$ cat src/rtl/image_op_sequencer.sv
// Frame-level sequencer: takes one host request, starts the pixel datapath, checks a full frame.
// Define WATCHDOG_EN to add a progress watchdog on WAIT_VSYNC/RUN; without it those states wait indefinitely.
//   state      | meaning
//   IDLE       | ready for a host request
//   START      | one-cycle datapath start pulse
//   WAIT_VSYNC | waiting for the end of VSYNC
//   RUN        | counting lines until done
//   DRAIN      | post-frame hold, then frame_done
//   ERROR      | one cycle after a protocol or timeout error
module image_op_sequencer #(
   parameter int HEIGHT       = 512,
   parameter int TIMEOUT      = 20000,
   parameter int DRAIN_CYCLES = 4
) (
   input  logic        HCLK,
   input  logic        HRESET,
   input  logic        req_valid,
   output logic        req_ready,
   input  logic [2:0]  req_op,
   input  logic [7:0]  req_value,
   output logic        dp_start,
   output logic [2:0]  dp_op,
   output logic [7:0]  dp_value,
   input  logic        dp_vsync,
   input  logic        dp_hsync,
   input  logic        dp_done,
   output logic        busy,
   output logic [9:0]  line_cnt,
   output logic        frame_done,
   output logic [15:0] frame_cnt,
   output logic        err,
   input  logic        err_clr
);

   typedef enum logic [2:0] {
      S_IDLE, S_START, S_WAIT_VSYNC, S_RUN, S_DRAIN, S_ERROR
   } state_t;

   localparam logic [9:0] LINES      = 10'(HEIGHT);
   localparam logic [3:0] DRAIN_LOAD = 4'(DRAIN_CYCLES);

   state_t     state;
   logic       vsync_q, vsync_p, hsync_q, hsync_p, done_q;
   logic       vsync_fall, hsync_rise, wd_expired;
   logic [3:0] drain_cnt;

`ifdef WATCHDOG_EN
   logic [20:0] wd;
   assign wd_expired = (wd + 21'd1) >= 21'(TIMEOUT);
`else
   assign wd_expired = 1'b0;
`endif

   always_ff @(posedge HCLK or posedge HRESET) begin
      if (HRESET) begin
         vsync_q <= 1'b0;
         vsync_p <= 1'b0;
         hsync_q <= 1'b0;
         hsync_p <= 1'b0;
         done_q  <= 1'b0;
      end else begin
         vsync_q <= dp_vsync;
         vsync_p <= vsync_q;
         hsync_q <= dp_hsync;
         hsync_p <= hsync_q;
         done_q  <= dp_done;
      end
   end

   assign vsync_fall = ~vsync_q & vsync_p;
   assign hsync_rise = hsync_q & ~hsync_p;

   assign req_ready = (state == S_IDLE);
   assign busy      = (state != S_IDLE);

   always_ff @(posedge HCLK or posedge HRESET) begin
      if (HRESET) begin
         state      <= S_IDLE;
         dp_start   <= 1'b0;
         dp_op      <= 3'd0;
         dp_value   <= 8'd0;
         line_cnt   <= 10'd0;
         frame_done <= 1'b0;
         frame_cnt  <= 16'd0;
         err        <= 1'b0;
         drain_cnt  <= 4'd0;
`ifdef WATCHDOG_EN
         wd         <= 21'd0;
`endif
      end else begin
         dp_start   <= 1'b0;
         frame_done <= 1'b0;
         // a new error later in this block overrides the clear
         if (err_clr) err <= 1'b0;
`ifdef WATCHDOG_EN
         wd <= 21'd0;
`endif
         case (state)
            S_IDLE: begin
               if (req_valid) begin
                  if (req_op <= 3'd4) begin
                     dp_op    <= req_op;
                     dp_value <= req_value;
                     line_cnt <= 10'd0;
                     dp_start <= 1'b1;
                     state    <= S_START;
                  end else begin
                     err <= 1'b1;
                  end
               end
            end
            S_START: state <= S_WAIT_VSYNC;
            S_WAIT_VSYNC: begin
               if (done_q) begin
                  state <= S_ERROR;
                  err   <= 1'b1;
               end else if (vsync_fall) begin
                  state <= S_RUN;
               end else if (wd_expired) begin
                  state <= S_ERROR;
                  err   <= 1'b1;
               end
`ifdef WATCHDOG_EN
               else wd <= wd + 21'd1;
`endif
            end
            S_RUN: begin
               if (done_q) begin
                  if (line_cnt == LINES) begin
                     state     <= S_DRAIN;
                     drain_cnt <= DRAIN_LOAD;
                  end else begin
                     state <= S_ERROR;
                     err   <= 1'b1;
                  end
               end else if (hsync_rise) begin
                  if (line_cnt != 10'h3FF) line_cnt <= line_cnt + 10'd1;
               end else if (wd_expired) begin
                  state <= S_ERROR;
                  err   <= 1'b1;
               end
`ifdef WATCHDOG_EN
               else wd <= wd + 21'd1;
`endif
            end
            S_DRAIN: begin
               // frame_done shows in the last DRAIN cycle, IDLE follows
               if (drain_cnt == 4'd0) begin
                  state <= S_IDLE;
               end else begin
                  drain_cnt <= drain_cnt - 4'd1;
                  if (drain_cnt == 4'd1) begin
                     frame_done <= 1'b1;
                     frame_cnt  <= frame_cnt + 16'd1;
                  end
               end
            end
            S_ERROR: state <= S_IDLE;
            default: state <= S_IDLE;
         endcase
      end
   end

endmodule

$ cat config.mk
export PLATFORM = sky130hd
export DESIGN_NAME = image_op_sequencer
export DESIGN_NICKNAME = d
export VERILOG_FILES = /design/src/rtl/image_op_sequencer.sv
export SDC_FILE = /design/constraint.sdc
export NUM_CORES = 1
export LEC_CHECK = 0
export CORE_ASPECT_RATIO = 1.4
export CORE_MARGIN = 3
export CORE_UTILIZATION = 40
export CTS_CLUSTER_DIAMETER = 60
export CTS_CLUSTER_SIZE = 14
export DETAILED_ROUTE_END_ITERATION = 6
export GPL_ROUTABILITY_DRIVEN = 0
export PLACE_DENSITY = 0.67
export SYNTH_ARGS = -nofsm -noshare
export SYNTH_HDL_FRONTEND = slang
export SYNTH_SLANG_ARGS = --single-unit
$ cat constraint.sdc
create_clock -name HCLK -period 2.4 [get_ports HCLK]
set_input_delay 0.48 -clock HCLK [delete_from_list [all_inputs] [get_ports HCLK]]
set_output_delay 0.48 -clock HCLK [all_outputs]
set_load 0.05 [all_outputs]
Yosys cells after proc, flatten, opt, wreduce, memory -nomap -nowiden. Index checks and enable logic that the tools add are counted.

Input bits: 18. Register bits after elaboration: 52. Word-level logic and storage cells: 81.

Reduce and logical (&&, ||, !) cells: 10. Add/sub/neg operators: 3. Eq/ne operators: 17. Bitwise operators: 5. Mux-type cells: 31. Magnitude comparators: 1.

Operators by type and width (count): two-way mux 10 bit (5); case mux 10 bit (2 select lines) (1); two-way mux 3 bit (6); adder 16 x 1 -> 16 bit (second input constant) (1); inequality test 2 bit (second input constant) (8); case mux 3 bit (5 select lines) (1); two-way mux 1 bit (13); two-way mux 4 bit (3); adder 10 x 1 -> 10 bit (second input constant) (1); equality test 10 bit (second input constant) (1); inequality test 10 bit (second input constant) (1); case mux 4 bit (2 select lines) (1); equality test 3 x 2 -> 1 bit (second input constant) (2); AND reduction 3 bit (2); AND reduction 6 bit (1); AND reduction 5 bit (1); equality test 4 x 1 -> 1 bit (second input constant) (1); zero test 4 bit (1); AND reduction 4 bit (1); nonzero test 2 bit (2); subtractor 4 x 1 -> 4 bit (second input constant) (1); equality test 3 x 1 -> 1 bit (second input constant) (1); equality test 3 bit (second input constant) (1); <= comparator 3 bit (second input constant) (1); 7 further kinds (10).

Depth between registers and ports, before layout. Gate-level depths: netlist (run 1).

Word-level depth: 5. Depth in mapped cells: 7. Mapped depth without buffers: 5.

Worst setup path after synthesis (run 1). OpenSTA, ideal clock, no wires.

Path type: reg2out. From: reg state[1]. To: out busy. Required time: 1920 ps. Slack: -508 ps. Arrival time: 2428 ps. Cell stages (with the launch flop): 4. Path buffers: 1. Cells stage by stage: dfrtp_1 buf_4 nor3_1 inv_1.

Cells in the longest elaborated chain, start to end: 1.

RTL lines: from (decl) (line 42) `state_t state;`; from (signal assigned) (line 78) `state <= S_IDLE;`; from (signal assigned) (line 106) `state <= S_START;`; from (signal assigned) (line 112) `S_START: state <= S_WAIT_VSYNC;`; nonzero test 3 bit (line 74) `assign busy = (state != S_IDLE);`; to (decl) (line 27) `output logic busy,`.

Every way passes these cells.

Final worst setup path (run 1). Ends and elaborated chain as after synthesis.

==> impl_metrics.py, run 1 <==
metrics = {
    "route": {
        "drt-met1-wl_um": 2220,
        "ant_nets": 0,
        "wl_met3_um": 280,
        "viasPerCell": 5.46,
        "drtIter0Drc": 133,
        "post_drt_wl_per_cell_um": 14.8,
        "routed_wl_um": 5280,
        "wl_met2_um": 2700,
        "post-route-drc-count": 0,
        "num_vias": 1949,
        "first_pass_iters": 4,
        "top_layer": "met4",
    },
    "die": {
        "core_um2": 5990,
        "initial_core_util": 0.420,
        "fp.dieH_um": 99.9,
        "die_area_um2": 7290,
        "rows": 33,
        "io_pins": 60,
        "die_w_um": 73.0,
    },
    "global_routing": {
        "antenna_found_initial": 0,
        "grt_usage": 0.153,
        "grt_pass1_vias": 1900,
        "grt_max_degree": 53,
        "overflow": 0,
        "grt_pass1_wl_um": 9000,
    },
    "clock_tree": {
        "cts_tree": "done",
        "clock_sinks": 52,
        "clock_latency_ps": 290,
        "clockRootBuffer": "clkbuf_8",
        "hold_buffers": 0,
        "cts_setup_buffers": 0,
        "numCtsBuffers": 5,
        "ctsResizeCount": 0,
        "h-tree-depth": 2,
        "clock_path_buffers": 2,
        "cts.clk_slew.worst_paths_ps": 80,
    },
    "placed_design": {
        "dp_cells": 351,
        "place_area_um2": 3180,
        "hpwlAfterDp_um": 3910,
        "portBuffers": 59,
    },
    "status": {
        "status": "complete, no violations",
    },
    "yosys": {
        "yosysSeqAreaShare": 0.517,
        "synth_edf_count": 0,
        "avgSynthCellArea_um2": 11.1,
        "syn_inst": 226,
        "ys.flop_type": "dfrtp_1",
        "synth_cell_types": 47,
        "ys_ff_latch": 52,
        "ys_async_sr_fraction": 1.00,
        "synth_warnings": 0,
        "syn-cell-area_um2": 2520,
        "syn_nets": 249,
    },
    "setup_path": {
        "reg2reg_from": "state[2]",
        "crit_path_start": "state[1]",
        "cp.arrival_ps": 1820,
        "cp-endpoint": "busy",
        "slowest_stage": "clkdlybuf4s50_1",
        "ff2ff_path_depth": 5,
        "cp.required_ps": 1920,
        "cp_max_fo": 11,
        "path_class": "reg -> out",
        "max_stage_delay_ps": 790,
        "cp-start-kind": "register",
        "r2r-end": "frame_cnt[12]",
        "ff2ff_setup_slack_ps": 510,
        "endpoint_kind": "output port",
        "crit_chain": "nor3_2 -> inv_1 -> clkdlybuf4s50_1",
    },
    "timing": {
        "rsz0062_at_grt": "no",
        "fin_crit_ps": 2300,
        "worst_pin_slew_ps": 511,
        "finClkSkew_ps": 5.14,
        "fmax_mhz": 435,
        "period_share": 0.958,
        "slew_headroom": 0.658,
        "slew_violations": 0,
        "holdWs_ps": 381,
        "setup_tns_ps": 0,
        "finalHoldViolCount": 0,
        "setup_viol": 0,
    },
    "finish": {
        "drive_above_1_share": 0.108,
        "diodes": 0,
        "postLayoutCellArea_um2": 3280,
        "final_cells": 357,
        "num-fill-cells": 524,
        "syn_to_final_growth_pct": 30.4,
        "final_nets": 311,
    },
    "power": {
        "irDropWorstVdd_uv": 693,
        "p_int_mw": 2.06,
        "total_leakage_power_nw": 1.38,
        "power_switching_mw": 1.65,
        "swShare": 0.445,
        "seqPwrFrac": 0.369,
        "power_frac_clock": 0.153,
        "power_density_nw_per_um2": 1130,
        "share_comb_of_total_power": 0.478,
    },
    "job": {
        "cap_violations": 0,
    },
    "worst_hold_path": {
        "hold_class": "reg -> reg",
        "hold_start": "vsync_q",
    },
}
final cells by class:
class,instances,area (um^2),share of cell area
repair buffers,64,638,0.194
multi-input cells,150,1100,0.335
well taps,70,87.6,0.0267
clock buffers,5,68.8,0.0210
clock inverters,1,30.0,0.00915
inverters,15,56.3,0.0172
flip-flops and latches,52,1300,0.396
worst max-delay path: cells and delay by family, from the launching register on:
family,cells,cell delay (ps)
buffers and inverters,2,850
flip-flops,1,570
AND/OR/NAND/NOR,1,100
power groups by stage:
stage	clock, mW	combinational, mW	sequential [mW]
2_1_floorplan	0	0.710	1.90
3_3_place_gp	0	1.77	1.38
3_5_place_dp	0	1.79	1.39
4_1_cts	0.588	1.79	1.37
5_1_grt	0.615	1.90	1.41
6_report	0.567	1.77	1.37
cells in the mapped netlist (all sizes together), types with 2 or more instances:
library cell / count / area, um^2
a21oi: 5 / 25.0
a31oi: 10 / 62.6
and2: 3 / 18.8
and3: 4 / 25.0
and4: 4 / 35.0
buf: 7 / 57.6
clkbuf: 2 / 7.51
dfrtp: 52 / 1300
ha: 5 / 62.6
inv: 15 / 56.3
mux2: 12 / 135
mux2i: 2 / 20.0
nand2: 12 / 45.0
nand2b: 3 / 18.8
nand3: 18 / 90.1
nand4: 9 / 56.3
nor2: 5 / 18.8
nor3: 5 / 36.3
nor4: 3 / 25.0
o211a: 2 / 20.0
o211ai: 5 / 37.5
o21a: 2 / 15.0
o21ai: 7 / 38.8
or3: 4 / 25.0
xnor2: 14 / 123
kinds of logic (layout without fill, tap and decap cells):
kind of cell / Yosys count / count (layout) / share of synthesized area
AND/OR/NAND/NOR: 79 / 79 / 0.197
adder cells (fa/ha/maj): 5 / 5 / 0.0249
buffers and inverters: 24 / 85 / 0.0482
multiplexers: 14 / 14 / 0.0616
XOR/XNOR: 15 / 15 / 0.0522
AO/OA/AOI/OAI: 37 / 37 / 0.0994
flip-flops: 52 / 52 / 0.517
sequential cells by signal, summed over array words and instances, names as in the netlist, 3 cells and up:
register / count
dp_op: 3
state: 3
drain_cnt: 4
line_cnt: 10
dp_value: 8
frame_cnt: 16
routing by layer:
layer / track usage / up-vias
li1: - / 940
met1: 0.190 / 947
met2: 0.260 / 56
met3: 0.0331 / 6
met4: 0.0526 / 0
met5: 0 / -
cells in the final DEF (no fill, tap or decap), drive strengths merged, types with 2 or more instances in the layout:
cell type,Yosys,routed
and4,4,4
mux2,12,12
ha,5,5
dfrtp,52,52
nand2b,3,3
nor4,3,3
and2,3,3
buf,7,6
nand2,12,12
clkdlybuf4s50,0,58
inv,15,15
or3,4,4
xnor2,14,14
o211ai,5,5
o21a,2,2
nor3,5,5
a21oi,5,5
o21ai,7,7
nand3,18,18
a31oi,10,10
and3,4,4
nand4,9,9
mux2i,2,2
clkbuf,2,5
nor2,5,5
o211a,2,2
worst min-delay path by stage:
stage                     depth (start not counted)       to
final                                             0  vsync_p
after global placement                            0  hsync_p
after detailed placement                          0  hsync_p
after CTS                                         0  hsync_p
after floorplan                                   0  hsync_p
after global routing                              0  hsync_p
through the flow:
stage / setup slack (ps) / power, mW / utilization
global route: 13.8 / 3.92 / 0.548
detailed placement: 224 / 3.18 / 0.532
CTS: 81.4 / 3.75 / 0.548
global placement: 283 / 3.15 / 0.532
floorplan: 142 / 2.61 / -
finish: 101 / 3.71 / 0.548
(Power assumes the default switching activity.)
==> inputs of run 2 (changes only) <==
Settings changed: ABC_AREA set to 0, CORE_MARGIN 3 to 2.
==> impl_metrics.py, run 2 (synthesis results as in run 1) <==
metrics = {
    "finish": {
        "largest-register": "frame_cnt",
        "mostFrequentLayoutCell": "clkdlybuf4s50_1",
        "top_regs": "frame_cnt (16), line_cnt (10), dp_value (8)",
        "largest_register_ffs": 16,
        "drive_above_1_share": 0.114,
        "final_nets": 311,
        "layout_common_cells": "58 x clkdlybuf4s50_1, 52 x dfrtp_1, 18 x nand3_1, 14 x inv_1, 14 x xnor2_1",
        "syn_to_final_growth_pct": 32.0,
        "diodes": 0,
    },
    "timing": {
        "slew_violations": 0,
        "rsz0062_at_grt": "no",
        "finalHoldViolCount": 0,
        "fmax_mhz": 437,
        "setup_viol": 0,
        "finClkSkew_ps": 11.0,
        "period_share": 0.954,
        "slew_headroom": 0.654,
        "worst_pin_slew_ps": 517,
        "setup_tns_ps": 0,
        "fin_crit_ps": 2290,
    },
    "setup_path": {
        "path_class": "reg -> out",
        "cp.arrival_ps": 1810,
        "cp_max_fo": 11,
        "cp.required_ps": 1920,
        "cp-start-kind": "register",
        "endpoint_kind": "output port",
    },
    "die": {
        "core_um2": 6170,
        "fp.dieH_um": 97.9,
        "rows": 34,
        "die_area_um2": 6950,
        "initial_core_util": 0.408,
        "die_w_um": 71.0,
        "io_pins": 60,
    },
    "status": {
        "status": "complete, no violations",
    },
    "power": {
        "power_switching_mw": 1.69,
        "p_total_mw": 3.88,
        "power_density_nw_per_um2": 1170,
        "swShare": 0.437,
        "seqPwrFrac": 0.349,
        "p_int_mw": 2.19,
        "power_frac_clock": 0.185,
        "irDropWorstVdd_uv": 927,
        "total_leakage_power_nw": 1.40,
        "share_comb_of_total_power": 0.466,
    },
    "clock_tree": {
        "cts_tree": "done",
        "clock_sinks": 52,
        "hold_buffers": 0,
        "clock_latency_ps": 310,
        "cts.clk_slew.worst_paths_ps": 90,
        "clock_path_buffers": 2,
        "h-tree-depth": 2,
        "clockRootBuffer": "clkbuf_8",
        "ctsResizeCount": 0,
        "numCtsBuffers": 5,
        "cts_setup_buffers": 0,
    },
    "global_routing": {
        "grt_usage": 0.161,
        "grt_pass1_vias": 1871,
        "use_met1": 0.210,
        "antenna_found_initial": 0,
        "grt_pass1_wl_um": 8980,
        "grt_util_met3": 0.0423,
        "overflow": 0,
        "grt_most_used_layer": "met2",
        "grt_max_degree": 45,
        "met2_usage": 0.256,
    },
    "route": {
        "post-route-drc-count": 0,
        "drtIter0Drc": 146,
        "num_vias": 1957,
        "ant_nets": 0,
        "viasPerCell": 5.42,
        "routed_wl_um": 5270,
        "post_drt_wl_per_cell_um": 14.6,
        "first_pass_iters": 4,
    },
    "job": {
        "cap_violations": 0,
    },
    "worst_hold_path": {
        "hold_class": "reg -> reg",
    },
    "placed_design": {
        "portBuffers": 59,
        "hpwlAfterDp_um": 3750,
    },
}
[run 2: cell types whose count changed in the layout (fill, tap and decap cells not counted), sizes merged]
| cell | previous run | this run |
|---|---|---|
| bufinv | 1 | 2 |
| inv | 15 | 16 |
[run 2: worst paths after layout]
check                             from      endpoint  slack, ps  cells after the start
setup reg to reg           line_cnt[5]  drain_cnt[1]        540                      4
hold / removal                 hsync_q       hsync_p        380                      0
hold reg to reg                hsync_q       hsync_p        380                      0
min in group asynchronous       HRESET  frame_cnt[9]        400                      2
max in group asynchronous       HRESET   dp_value[5]       1510                      3
setup / recovery              state[2]          busy        110                      3
[run 2: cell type report]
class / count / area (um^2)
timing repair buffer: 64 / 638
clock buffer: 5 / 68.8
inverter: 15 / 56.3
multi-input combinational: 150 / 1100
fill: 553 / 2850
tap: 72 / 90.1
clock inverter: 3 / 68.8
sequential: 52 / 1300
[run 2: layer usage]
| layer | routed length (um) | vias up |
|---|---|---|
| met5 | 0 | - |
| met2 | 2570 | 64 |
| met1 | 2330 | 945 |
| met3 | 281 | 8 |
| li1 | - | 940 |
| met4 | 94 | 0 |
[run 2: power groups by stage]
| stage | sequential, mW | clock, mW | combinational [mW] |
|---|---|---|---|
| global route | 1.40 | 0.775 | 1.92 |
| floorplan | 1.90 | 0 | 0.710 |
| finish | 1.35 | 0.719 | 1.81 |
| global placement | 1.36 | 0 | 1.80 |
| detailed placement | 1.36 | 0 | 1.82 |
| CTS | 1.35 | 0.733 | 1.83 |
[run 2: critical path, stage by stage (launching register included)]
cell and delay [ps]:
dfrtp_1 580, nor3_2 80, inv_1 60, clkdlybuf4s50_1 790
[run 2: per-stage QoR]
step                      setup WS [ps]  hold WS (ps)  std cells   util  area, um^2
after global routing               16.5           388        361  0.539        3320
after global placement              233           360        353  0.516        3190
final                               111           381        361  0.539        3320
after floorplan                     142           346        226      -        2520
after CTS                          90.8           383        361  0.539        3320
after detailed placement            215           359        353  0.516        3190
